**src/rtl/galaga_pkg.sv**
```systemverilog
`default_nettype none
// ============================================================================
//  Module      : galaga_pkg
//  Description : Shared types and default constants for the collision and
//                scoring block (game-state encoding, default game tuning).
//  Ports       : none (package)
//  Revision    : 1.0 - initial release
// ============================================================================
package galaga_pkg;

  // Game-state encoding shared by the FSM and anything observing it.
  typedef enum logic [1:0] {
    PLAY  = 2'd0,
    FLASH = 2'd1,
    OVER  = 2'd2
  } game_state_t;

  // Default tuning values; module parameters default to these.
  localparam int LIVES_INIT_DEF   = 3;
  localparam int FLASH_FRAMES_DEF = 60;
  localparam int HIT_THRESH_DEF   = 4;
  localparam int SCORE_W_DEF      = 10;

endpackage : galaga_pkg
`default_nettype wire

```
**src/rtl/collision_score_if.sv**
```systemverilog
`default_nettype none
// ============================================================================
//  Module      : collision_score_if
//  Description : Bundle between the video generator / game logic and the
//                collision_score block.
//  Signals     : vsync, blank_b, rpixel, apixel, ast_at_bottom, start
//                  (video side -> scorer)
//                lives, score, hit_pulse, respawn_req, flash, freeze,
//                game_over (scorer -> movement logic / colour mux)
//  Modports    : master - video/game side, slave - collision_score
//  Revision    : 1.0 - initial release
// ============================================================================
interface collision_score_if #(
  parameter int SCORE_W = 10
);
  logic               vsync;
  logic               blank_b;
  logic               rpixel;
  logic               apixel;
  logic               ast_at_bottom;
  logic               start;
  logic [1:0]         lives;
  logic [SCORE_W-1:0] score;
  logic               hit_pulse;
  logic               respawn_req;
  logic               flash;
  logic               freeze;
  logic               game_over;

  modport master (
    output vsync, blank_b, rpixel, apixel, ast_at_bottom, start,
    input  lives, score, hit_pulse, respawn_req, flash, freeze, game_over
  );

  modport slave (
    input  vsync, blank_b, rpixel, apixel, ast_at_bottom, start,
    output lives, score, hit_pulse, respawn_req, flash, freeze, game_over
  );
endinterface : collision_score_if
`default_nettype wire

```
**src/rtl/collision_score_frame_overlap_counter.sv**
```systemverilog
`default_nettype none
// ============================================================================
//  Module      : frame_overlap_counter
//  Description : Detects the falling edge of vsync (one frame_tick per frame)
//                and counts rocket/asteroid overlap pixels in the visible
//                area, saturating at 255. The count is judged against
//                HIT_THRESH on frame_tick and cleared in the same cycle.
//  Ports       : clk, reset (async, active-high)
//                vsync_i, blank_b_i, rpixel_i, apixel_i - video inputs
//                clear_i      - drop the partial-frame count (game restart)
//                frame_tick_o - one-cycle frame boundary strobe
//                hit_frame_o  - count >= HIT_THRESH, valid with frame_tick_o
//  Revision    : 1.0 - initial release
// ============================================================================
module frame_overlap_counter #(
  parameter int HIT_THRESH = 4
) (
  input  logic clk,
  input  logic reset,
  input  logic vsync_i,
  input  logic blank_b_i,
  input  logic rpixel_i,
  input  logic apixel_i,
  input  logic clear_i,
  output logic frame_tick_o,
  output logic hit_frame_o
);

  logic       vsync_q;
  logic [7:0] overlap_cnt_q;
  logic       overlap_d;

  assign frame_tick_o = vsync_q & ~vsync_i;
  assign overlap_d    = blank_b_i & rpixel_i & apixel_i;
  assign hit_frame_o  = (overlap_cnt_q >= 8'(HIT_THRESH));

  always_ff @(posedge clk or posedge reset) begin
    if (reset) begin
      vsync_q       <= 1'b1;
      overlap_cnt_q <= 8'd0;
    end else begin
      vsync_q <= vsync_i;
      // The boundary cycle's own overlap is dropped: blank_b is low there.
      if (frame_tick_o || clear_i) begin
        overlap_cnt_q <= 8'd0;
      end else if (overlap_d && (overlap_cnt_q != 8'hFF)) begin
        overlap_cnt_q <= overlap_cnt_q + 8'd1;
      end
    end
  end

endmodule : frame_overlap_counter
`default_nettype wire

```
**src/rtl/collision_score.sv**
```systemverilog
`default_nettype none
// ============================================================================
//  Module      : collision_score
//  Description : Per-frame hit detection, lives / invulnerability / game-over
//                state machine and saturating score counter. All decisions
//                are registered and appear one clk after frame_tick.
//  Ports       : clk   - pixel clock
//                reset - asynchronous, active-high
//                bus   - collision_score_if.slave (video inputs, start,
//                        lives/score/hit_pulse/respawn_req/flash/freeze/
//                        game_over outputs)
//  Revision    : 1.0 - initial release
// ============================================================================
module collision_score
  import galaga_pkg::*;
#(
  parameter int LIVES_INIT   = LIVES_INIT_DEF,
  parameter int FLASH_FRAMES = FLASH_FRAMES_DEF,
  parameter int HIT_THRESH   = HIT_THRESH_DEF,
  parameter int SCORE_W      = SCORE_W_DEF
) (
  input  logic              clk,
  input  logic              reset,
  collision_score_if.slave  bus
);

  // Blink uses bit 3 of the flash counter, so keep at least 4 bits.
  localparam int FC_W = ($clog2(FLASH_FRAMES) < 4) ? 4 : $clog2(FLASH_FRAMES);
  localparam logic [FC_W-1:0]    FLASH_LOAD = FC_W'(FLASH_FRAMES - 1);
  localparam logic [SCORE_W-1:0] SCORE_MAX  = '1;
  localparam logic [1:0]         LIVES_LOAD = 2'(LIVES_INIT);

  game_state_t        state_q;
  logic [1:0]         lives_q;
  logic [SCORE_W-1:0] score_q;
  logic [SCORE_W-1:0] score_d;
  logic [FC_W-1:0]    flash_cnt_q;
  logic               hit_pulse_q;
  logic               respawn_req_q;
  logic               flash_q;
  logic               freeze_q;
  logic               game_over_q;

  logic               frame_tick;
  logic               hit_frame;
  logic               restart_d;

  // start is only honoured while the game is over.
  assign restart_d = (state_q == OVER) && bus.start;
  assign score_d   = (score_q == SCORE_MAX) ? score_q : score_q + SCORE_W'(1);

  frame_overlap_counter #(
    .HIT_THRESH (HIT_THRESH)
  ) u_overlap (
    .clk          (clk),
    .reset        (reset),
    .vsync_i      (bus.vsync),
    .blank_b_i    (bus.blank_b),
    .rpixel_i     (bus.rpixel),
    .apixel_i     (bus.apixel),
    .clear_i      (restart_d),
    .frame_tick_o (frame_tick),
    .hit_frame_o  (hit_frame)
  );

  always_ff @(posedge clk or posedge reset) begin
    if (reset) begin
      state_q       <= PLAY;
      lives_q       <= LIVES_LOAD;
      score_q       <= '0;
      flash_cnt_q   <= '0;
      hit_pulse_q   <= 1'b0;
      respawn_req_q <= 1'b0;
      flash_q       <= 1'b0;
      freeze_q      <= 1'b0;
      game_over_q   <= 1'b0;
    end else begin
      hit_pulse_q   <= 1'b0;
      respawn_req_q <= 1'b0;
      case (state_q)
        PLAY: begin
          if (frame_tick) begin
            if (hit_frame) begin
              // A hit wins over scoring in the same frame.
              hit_pulse_q <= 1'b1;
              lives_q     <= lives_q - 2'd1;
              if (lives_q == 2'd1) begin
                state_q     <= OVER;
                freeze_q    <= 1'b1;
                game_over_q <= 1'b1;
              end else begin
                flash_cnt_q <= FLASH_LOAD;
                state_q     <= FLASH;
              end
            end else if (bus.ast_at_bottom) begin
              score_q <= score_d;
            end
          end
        end
        FLASH: begin
          if (frame_tick) begin
            if (flash_cnt_q == '0) begin
              state_q       <= PLAY;
              respawn_req_q <= 1'b1;
              flash_q       <= 1'b0;
            end else begin
              flash_q     <= flash_cnt_q[3];
              flash_cnt_q <= flash_cnt_q - FC_W'(1);
            end
          end
        end
        OVER: begin
          if (bus.start) begin
            lives_q     <= LIVES_LOAD;
            score_q     <= '0;
            state_q     <= PLAY;
            freeze_q    <= 1'b0;
            game_over_q <= 1'b0;
          end
        end
        default: begin
          state_q <= PLAY;
        end
      endcase
    end
  end

  assign bus.lives       = lives_q;
  assign bus.score       = score_q;
  assign bus.hit_pulse   = hit_pulse_q;
  assign bus.respawn_req = respawn_req_q;
  assign bus.flash       = flash_q;
  assign bus.freeze      = freeze_q;
  assign bus.game_over   = game_over_q;

endmodule : collision_score
`default_nettype wire

```
**src/flat_wrapper.sv**
```systemverilog
// flat-port wrapper written by rule: the top's interface ports become plain ports
module collision_score_flat import galaga_pkg::*;
#(
  parameter int LIVES_INIT   = LIVES_INIT_DEF,
  parameter int FLASH_FRAMES = FLASH_FRAMES_DEF,
  parameter int HIT_THRESH   = HIT_THRESH_DEF,
  parameter int SCORE_W      = SCORE_W_DEF
)
  (clk, reset, bus_vsync, bus_blank_b, bus_rpixel, bus_apixel, bus_ast_at_bottom, bus_start, bus_lives, bus_score, bus_hit_pulse, bus_respawn_req, bus_flash, bus_freeze, bus_game_over);
  collision_score_if #(.SCORE_W(SCORE_W)) bus_i ();
  input  logic clk;
  input  logic reset;
  input wire logic [$bits(bus_i.vsync)-1:0] bus_vsync;
  input wire logic [$bits(bus_i.blank_b)-1:0] bus_blank_b;
  input wire logic [$bits(bus_i.rpixel)-1:0] bus_rpixel;
  input wire logic [$bits(bus_i.apixel)-1:0] bus_apixel;
  input wire logic [$bits(bus_i.ast_at_bottom)-1:0] bus_ast_at_bottom;
  input wire logic [$bits(bus_i.start)-1:0] bus_start;
  output wire logic [$bits(bus_i.lives)-1:0] bus_lives;
  output wire logic [$bits(bus_i.score)-1:0] bus_score;
  output wire logic [$bits(bus_i.hit_pulse)-1:0] bus_hit_pulse;
  output wire logic [$bits(bus_i.respawn_req)-1:0] bus_respawn_req;
  output wire logic [$bits(bus_i.flash)-1:0] bus_flash;
  output wire logic [$bits(bus_i.freeze)-1:0] bus_freeze;
  output wire logic [$bits(bus_i.game_over)-1:0] bus_game_over;
  assign bus_i.vsync = bus_vsync;
  assign bus_i.blank_b = bus_blank_b;
  assign bus_i.rpixel = bus_rpixel;
  assign bus_i.apixel = bus_apixel;
  assign bus_i.ast_at_bottom = bus_ast_at_bottom;
  assign bus_i.start = bus_start;
  assign bus_lives = bus_i.lives;
  assign bus_score = bus_i.score;
  assign bus_hit_pulse = bus_i.hit_pulse;
  assign bus_respawn_req = bus_i.respawn_req;
  assign bus_flash = bus_i.flash;
  assign bus_freeze = bus_i.freeze;
  assign bus_game_over = bus_i.game_over;
  collision_score #(.LIVES_INIT(LIVES_INIT), .FLASH_FRAMES(FLASH_FRAMES), .HIT_THRESH(HIT_THRESH), .SCORE_W(SCORE_W)) u_core (.clk(clk), .reset(reset), .bus(bus_i));
endmodule
```
**config.mk**
```make
export PLATFORM = sky130hd
export DESIGN_NAME = collision_score_flat
export DESIGN_NICKNAME = d
export VERILOG_FILES = /design/src/rtl/galaga_pkg.sv /design/src/rtl/collision_score_if.sv /design/src/rtl/collision_score_frame_overlap_counter.sv /design/src/rtl/collision_score.sv /design/src/flat_wrapper.sv
export SDC_FILE = /design/constraint.sdc
export NUM_CORES = 1
export LEC_CHECK = 0
export CORE_MARGIN = 3
export CORE_UTILIZATION = 25
export DETAILED_ROUTE_END_ITERATION = 12
export GPL_ROUTABILITY_DRIVEN = 0
export PLACE_DENSITY = 0.42
export SETUP_SLACK_MARGIN = 0.1
export SLEW_MARGIN = 20
export SYNTH_ARGS = -nofsm -noshare
export SYNTH_HDL_FRONTEND = slang
export SYNTH_SLANG_ARGS = --single-unit
```
**constraint.sdc**
```tcl
create_clock -name clk -period 2.1 [get_ports clk]
set_input_delay 0.21 -clock clk [delete_from_list [all_inputs] [get_ports clk]]
set_output_delay 0.21 -clock clk [all_outputs]
set_load 0.01 [all_outputs]
```
## After elaboration in Yosys (flattened, before gate mapping)

Index checks and enable logic that the tools add are counted.

- Output and inout bits: 17
- Bits of input ports: 8
- Logic and storage cells: 86
- Bits in registers: 33

- Equality and inequality tests: 16
- Bitwise logic cells: 4
- Reduce and logical (&&, ||, !) cells: 14
- Multiplexer cells: 37
- $add $sub $neg: 4
- Order comparisons: 1

Operators by type and width:

| kind | count |
|---|---|
| two-way mux 10 bit | 5 |
| two-way mux 6 bit | 5 |
| one-hot mux 10 bit (2 select lines) | 1 |
| two-way mux 2 bit | 9 |
| two-way mux 8 bit | 2 |
| != test 2 bit (second input constant) | 8 |
| one-hot mux 6 bit (2 select lines) | 1 |
| AND reduction 6 bit | 2 |
| two-way mux 1 bit | 11 |
| adder 10 x 1 -> 10 bit (second input constant) | 1 |
| equality test 10 bit (second input constant) | 1 |
| AND reduction 5 bit | 2 |
| adder 8 x 1 -> 8 bit (second input constant) | 1 |
| >= comparator 8 x 3 -> 1 bit (second input constant) | 1 |
| != test 8 bit (second input constant) | 1 |
| zero test 6 bit | 1 |
| != test 2 x 1 -> 1 bit (second input constant) | 3 |
| one-hot mux 2 bit (3 select lines) | 1 |
| nonzero test 2 bit | 3 |
| subtractor 6 x 1 -> 6 bit (second input constant) | 1 |
| equality test 2 x 1 -> 1 bit (second input constant) | 2 |
| one-hot mux 2 bit (2 select lines) | 1 |
| AND reduction 4 bit | 1 |
| AND 1 bit | 3 |
| other kinds (8) | 9 |

## Logic depth before layout (Yosys ltp)

Gate-level depths: netlist of the first run.

- Depth in word-level cells: 6
- Depth in mapped cells: 6
- Mapped depth without buffers: 6

## Modules after synthesis

From an unflattened synthesis of the first run, not the netlist that was laid out.

- Cell total of the unflattened synthesis: 214
- Area total of the unflattened synthesis: 2,015.7 µm²

By module, submodules not included:

| module | cells each | area each (µm²) | times used | seq. area each (µm²) |
|---|---|---|---|---|
| collision_score | 151 | 1,431.4 | 1 | 603.1 |
| frame_overlap_counter | 63 | 584.3 | 1 | 226.5 |

## Least setup slack after synthesis of the first run

No wires, ideal clock.

- Path type: register -> register
- Start: reg u_core.lives_q[1], in the netlist u_core.bus.lives[1]
- End: reg u_core.flash_cnt_q[2]
- Stages on the path, launching flop included: 7
- Period minus slack after synthesis: 1.714 ns
- Slack: 0.386 ns
- Arrival time: 1.587 ns
- Path buffers: 0
- Setup time: 0.128 ns
- Required time: 1.972 ns
- Cell sequence: dfstp_2 inv_1 ha_1 nor2_1 o21ai_4 a211oi_2 mux2_1

- Word-level cells in the longest chain between the ends: 3

Ends and longest elaborated chain:

| item | line | text |
|---|---|---|
| start, declared | collision_score.sv:34 | `logic [1:0] lives_q;` |
| start signal, assigned | collision_score.sv:86 | `lives_q <= lives_q - 2'd1;` |
| equality test 2 x 1 -> 1 bit | collision_score.sv:87 | `if (lives_q == 2'd1) begin` |
| != test 2 bit (no source line) | n/a |  |
| AND reduction 6 bit (no source line) | n/a |  |
| end signal, assigned | collision_score.sv:108 | `flash_cnt_q <= flash_cnt_q - FC_W'(1);` |
| end, declared | collision_score.sv:37 | `logic [FC_W-1:0] flash_cnt_q;` |

Every way passes these cells.
A chain may end at the register's enable or synchronous reset.

## Worst setup path after layout of the first run

Same ends and word-level chain as after synthesis.

==> results of run 1 <==
[per-layer routing]
metal,track usage (%),part of all wire [%]
met1,14.0,48
met2,17.6,46
met3,2.60,3.6
met4,4.27,1.8
met5,0,0
[cells in the final DEF (no fill, tap or decap), types with 2 or more instances in the layout]
cell type,n
a211oi_1,3
a21o_1,2
a21oi_1,7
a31oi_1,12
and3_1,6
buf_4,6
clkbuf_8,7
clkdlybuf4s50_1,24
dfrtp_1,30
dfstp_2,3
ha_1,6
inv_1,12
mux2_1,3
mux2i_1,6
nand2_1,12
nand2b_1,5
nand3_1,9
nand4_1,2
nor2_1,16
nor2b_1,5
nor3_1,3
nor3b_1,2
nor4_1,2
o21a_1,2
o21ai_0,5
o21ai_1,2
or2_2,5
or3_1,5
xnor2_1,2
[state kept, by name (all words and copies together), names as in the netlist]
| name | cells |
|---|---|
| u_core.bus.freeze | 1 |
| u_core.bus.respawn_req | 1 |
| u_core.bus.lives | 2 |
| u_core.state_q | 2 |
| u_core.u_overlap.overlap_cnt_q | 8 |
| u_core.bus.score | 10 |
| u_core.bus.hit_pulse | 1 |
| u_core.bus.flash | 1 |
| u_core.u_overlap.vsync_q | 1 |
| u_core.flash_cnt_q | 6 |
[power by group through the flow]
stage          registers, µW  clock network [µW]  logic, µW
2_1_floorplan            962                   0        410
3_3_place_gp             974                   0        702
3_5_place_dp             973                   0        702
4_1_cts                  962                 551        703
5_1_grt                  999                 582        786
6_report                 960                 535        687
[cell families (layout without fill, tap and decap cells)]
kind of cell               count (synthesis)  after routing  share of synthesized area [%]
AOI/OAI and AO/OA                         46             46                           18.6
muxes                                     10             10                           5.57
DFF                                       33             33                           44.0
and+or+nand+nor                           79             79                           22.9
xor gates and xnor gates                   3              3                           1.39
buffers and inverters                     16             50                           3.58
adders and majority gates                  6              6                           3.98
[area by class of cell]
type,instances,area [µm²]
Clock buffer,7,96.3
Clock inverter,1,5.00
Fill cell,788,4920
Inverter,12,45.0
Multi-Input combinational cell,144,990
Sequential cell,33,830
Tap cell,99,124
Timing Repair Buffer,30,285
[worst register-to-register path, cell delays in order, from the launching register on]
cell,delay [ps]
dfstp_2,520
inv_1,50
ha_1,220
nor2_1,230
o211a_2,350
nor2_1,60
mux2_1,290
[final timing paths]
kind | start | end | cells after the start
worst max-delay path | u_core.bus.lives[1] | u_core.flash_cnt_q[2] | 6
worst min register to register | u_core.bus.lives[0] | u_core.bus.lives[0] | 1
min in group clk | bus_vsync | u_core.u_overlap.vsync_q | 1
worst min-delay path | reset | u_core.u_overlap.overlap_cnt_q[3] | 3
max in group asynchronous | reset | u_core.bus.lives[0] | 3
worst max register to register | u_core.bus.lives[1] | u_core.flash_cnt_q[2] | 6
[synthesized netlist by cell type (2+ instances only)]
cell      count
nand2_1      12
nor2b_1       5
a21oi_1       7
nor3b_1       2
and3_1        6
nor2_1       16
buf_2         3
o21ai_0       5
a31oi_1      12
a211oi_1      3
nand3_1       9
nor4_1        2
inv_1        12
ha_1          6
mux2_1        3
nor3_1        3
a21o_1        2
dfrtp_1      30
xnor2_1       2
or3_1         5
o21a_1        2
mux2i_1       6
or2_2         5
o21ai_1       2
nand4_1       2
dfstp_2       3
nand2b_1      5
[per-stage QoR]
stage,worst slack [ps],area [µm²]
detailed placement,223,2270
CTS,270,2370
global route,107,2370
floorplan,386,1890
global placement,237,2270
finish,279,2370
==> impl_metrics.tcl, run 1 <==
set metrics [dict create \
    antenna_found_initial 0 \
    nets 240 \
    wl_per_cell_um 12.8 \
    ys_ff_latch 33 \
    place_inst 318 \
    cts.path.max_buffers 2 \
    ys_types 50 \
    fin_cells 326 \
    slowest_stage "dfstp_2" \
    dr.pass1.iters 4 \
    p_switching_uw 728 \
    swShare_pct 33.4 \
    tns_ps 0 \
    worst_setup_path_start_kind "register" \
    viasPerCell 4.62 \
    p_per_area_nw_per_um2 919 \
    grt_pass1_vias 1539 \
    ioPinCount 25 \
    clk_latency_ps 290 \
    drc 0 \
    htreeDepth 2 \
    cts_resized 0 \
    hp-class "in -> async" \
    cp.required_ps 2280 \
    power_frac_clock_pct 24.5 \
    yosysSeqAreaShare_pct 44.0 \
    clkSinkCount 33 \
    setup_viol_count_final 0 \
    n_antenna_cell 0 \
    power_uw 2180 \
    post-route-period-util_pct 86.7 \
    drt-total-wl_um 4180 \
    seq_power_share_pct 44.0 \
    max_slew_margin_pct 62.4 \
    row_count 31 \
    post_cts_buffers 0 \
    area_growth_pct 25.9 \
    crit_top_cell "nor2_1" \
    synth_top_cell_area_share_pct 39.8 \
    cp.arrival_ps 2000 \
    die-width_um 92.8 \
    synth_top_area_cell "dfrtp_1" \
    grt_pass1_wl_um 7450 \
    dpl.hpwl_um 3110 \
    critPathMaxStageDelay_ps 520 \
    synth_edf_count 0 \
    port_buffers 24 \
    share_comb_of_total_power_pct 31.5 \
    syn_area_um2 1890 \
    period_needed_ps 1820 \
    max_freq_mhz 549 \
    p_int_uw 1450 \
    crit_family "flip-flops" \
    leakagePower_uw 0.000990 \
    clk_pin_slew_ps 80 \
    hold_viol 0 \
    dieArea_um2 8620 \
    gr-total-overflow 0 \
    synth_area_per_cell_um2 9.77 \
    skew_ps 8.66 \
    hold_buffers 0 \
    drv_cap 0 \
    reg2reg_slack_ps 280 \
    drive_above_1_share_pct 14.1 \
    ant_nets 0 \
    root_buffer "clkbuf_8" \
    synth_ff_type "dfrtp_1" \
    cts_tree "done" \
    die_h_um 92.8 \
    synthArstFlopShare_pct 100 \
    whs_ps 315 \
    start_util_pct 25.9 \
    status "completed" \
    grt_setup_unrepaired "no" \
    synth_fp_nets 207 \
    critPathKind "reg -> reg" \
    cp_max_fo 9 \
    syn-instance-count 193 \
    drtIter0Drc 45 \
    track_usage_pct 10.9 \
    grt_max_degree 34 \
    synthTopCellsByArea "dfrtp_1 40%, dfstp_2 4.2%, a31oi_1 4.0%" \
    synth_warnings 0 \
    ir_worst_vdd_v 0.000202 \
    core_um2 7290 \
    end_kind "register" \
    crit_path_cell_trace "inv_1 > ha_1 > nor2_1 > o211a_2 > nor2_1 > mux2_1" \
    via_count 1507 \
    slew_violations 0 \
    worst_pin_slew_ps 550 \
    cp_num_buf_inv 1 \
    cts_made_buffers 5 \
    post-route-util_pct 32.6 \
]
Note: power is estimated with default switching activity, not from simulation.
==> run 2: changes to the inputs <==
--- a/config.mk
+++ b/config.mk
@@ -5,6 +5,7 @@
 export SDC_FILE = /design/constraint.sdc
 export NUM_CORES = 1
 export LEC_CHECK = 0
+export CAP_MARGIN = 30
 export CORE_MARGIN = 3
 export CORE_UTILIZATION = 25
 export DETAILED_ROUTE_END_ITERATION = 12
==> results of run 2 <==
The final DEF is identical to that of run 1; final timing and power are the same.
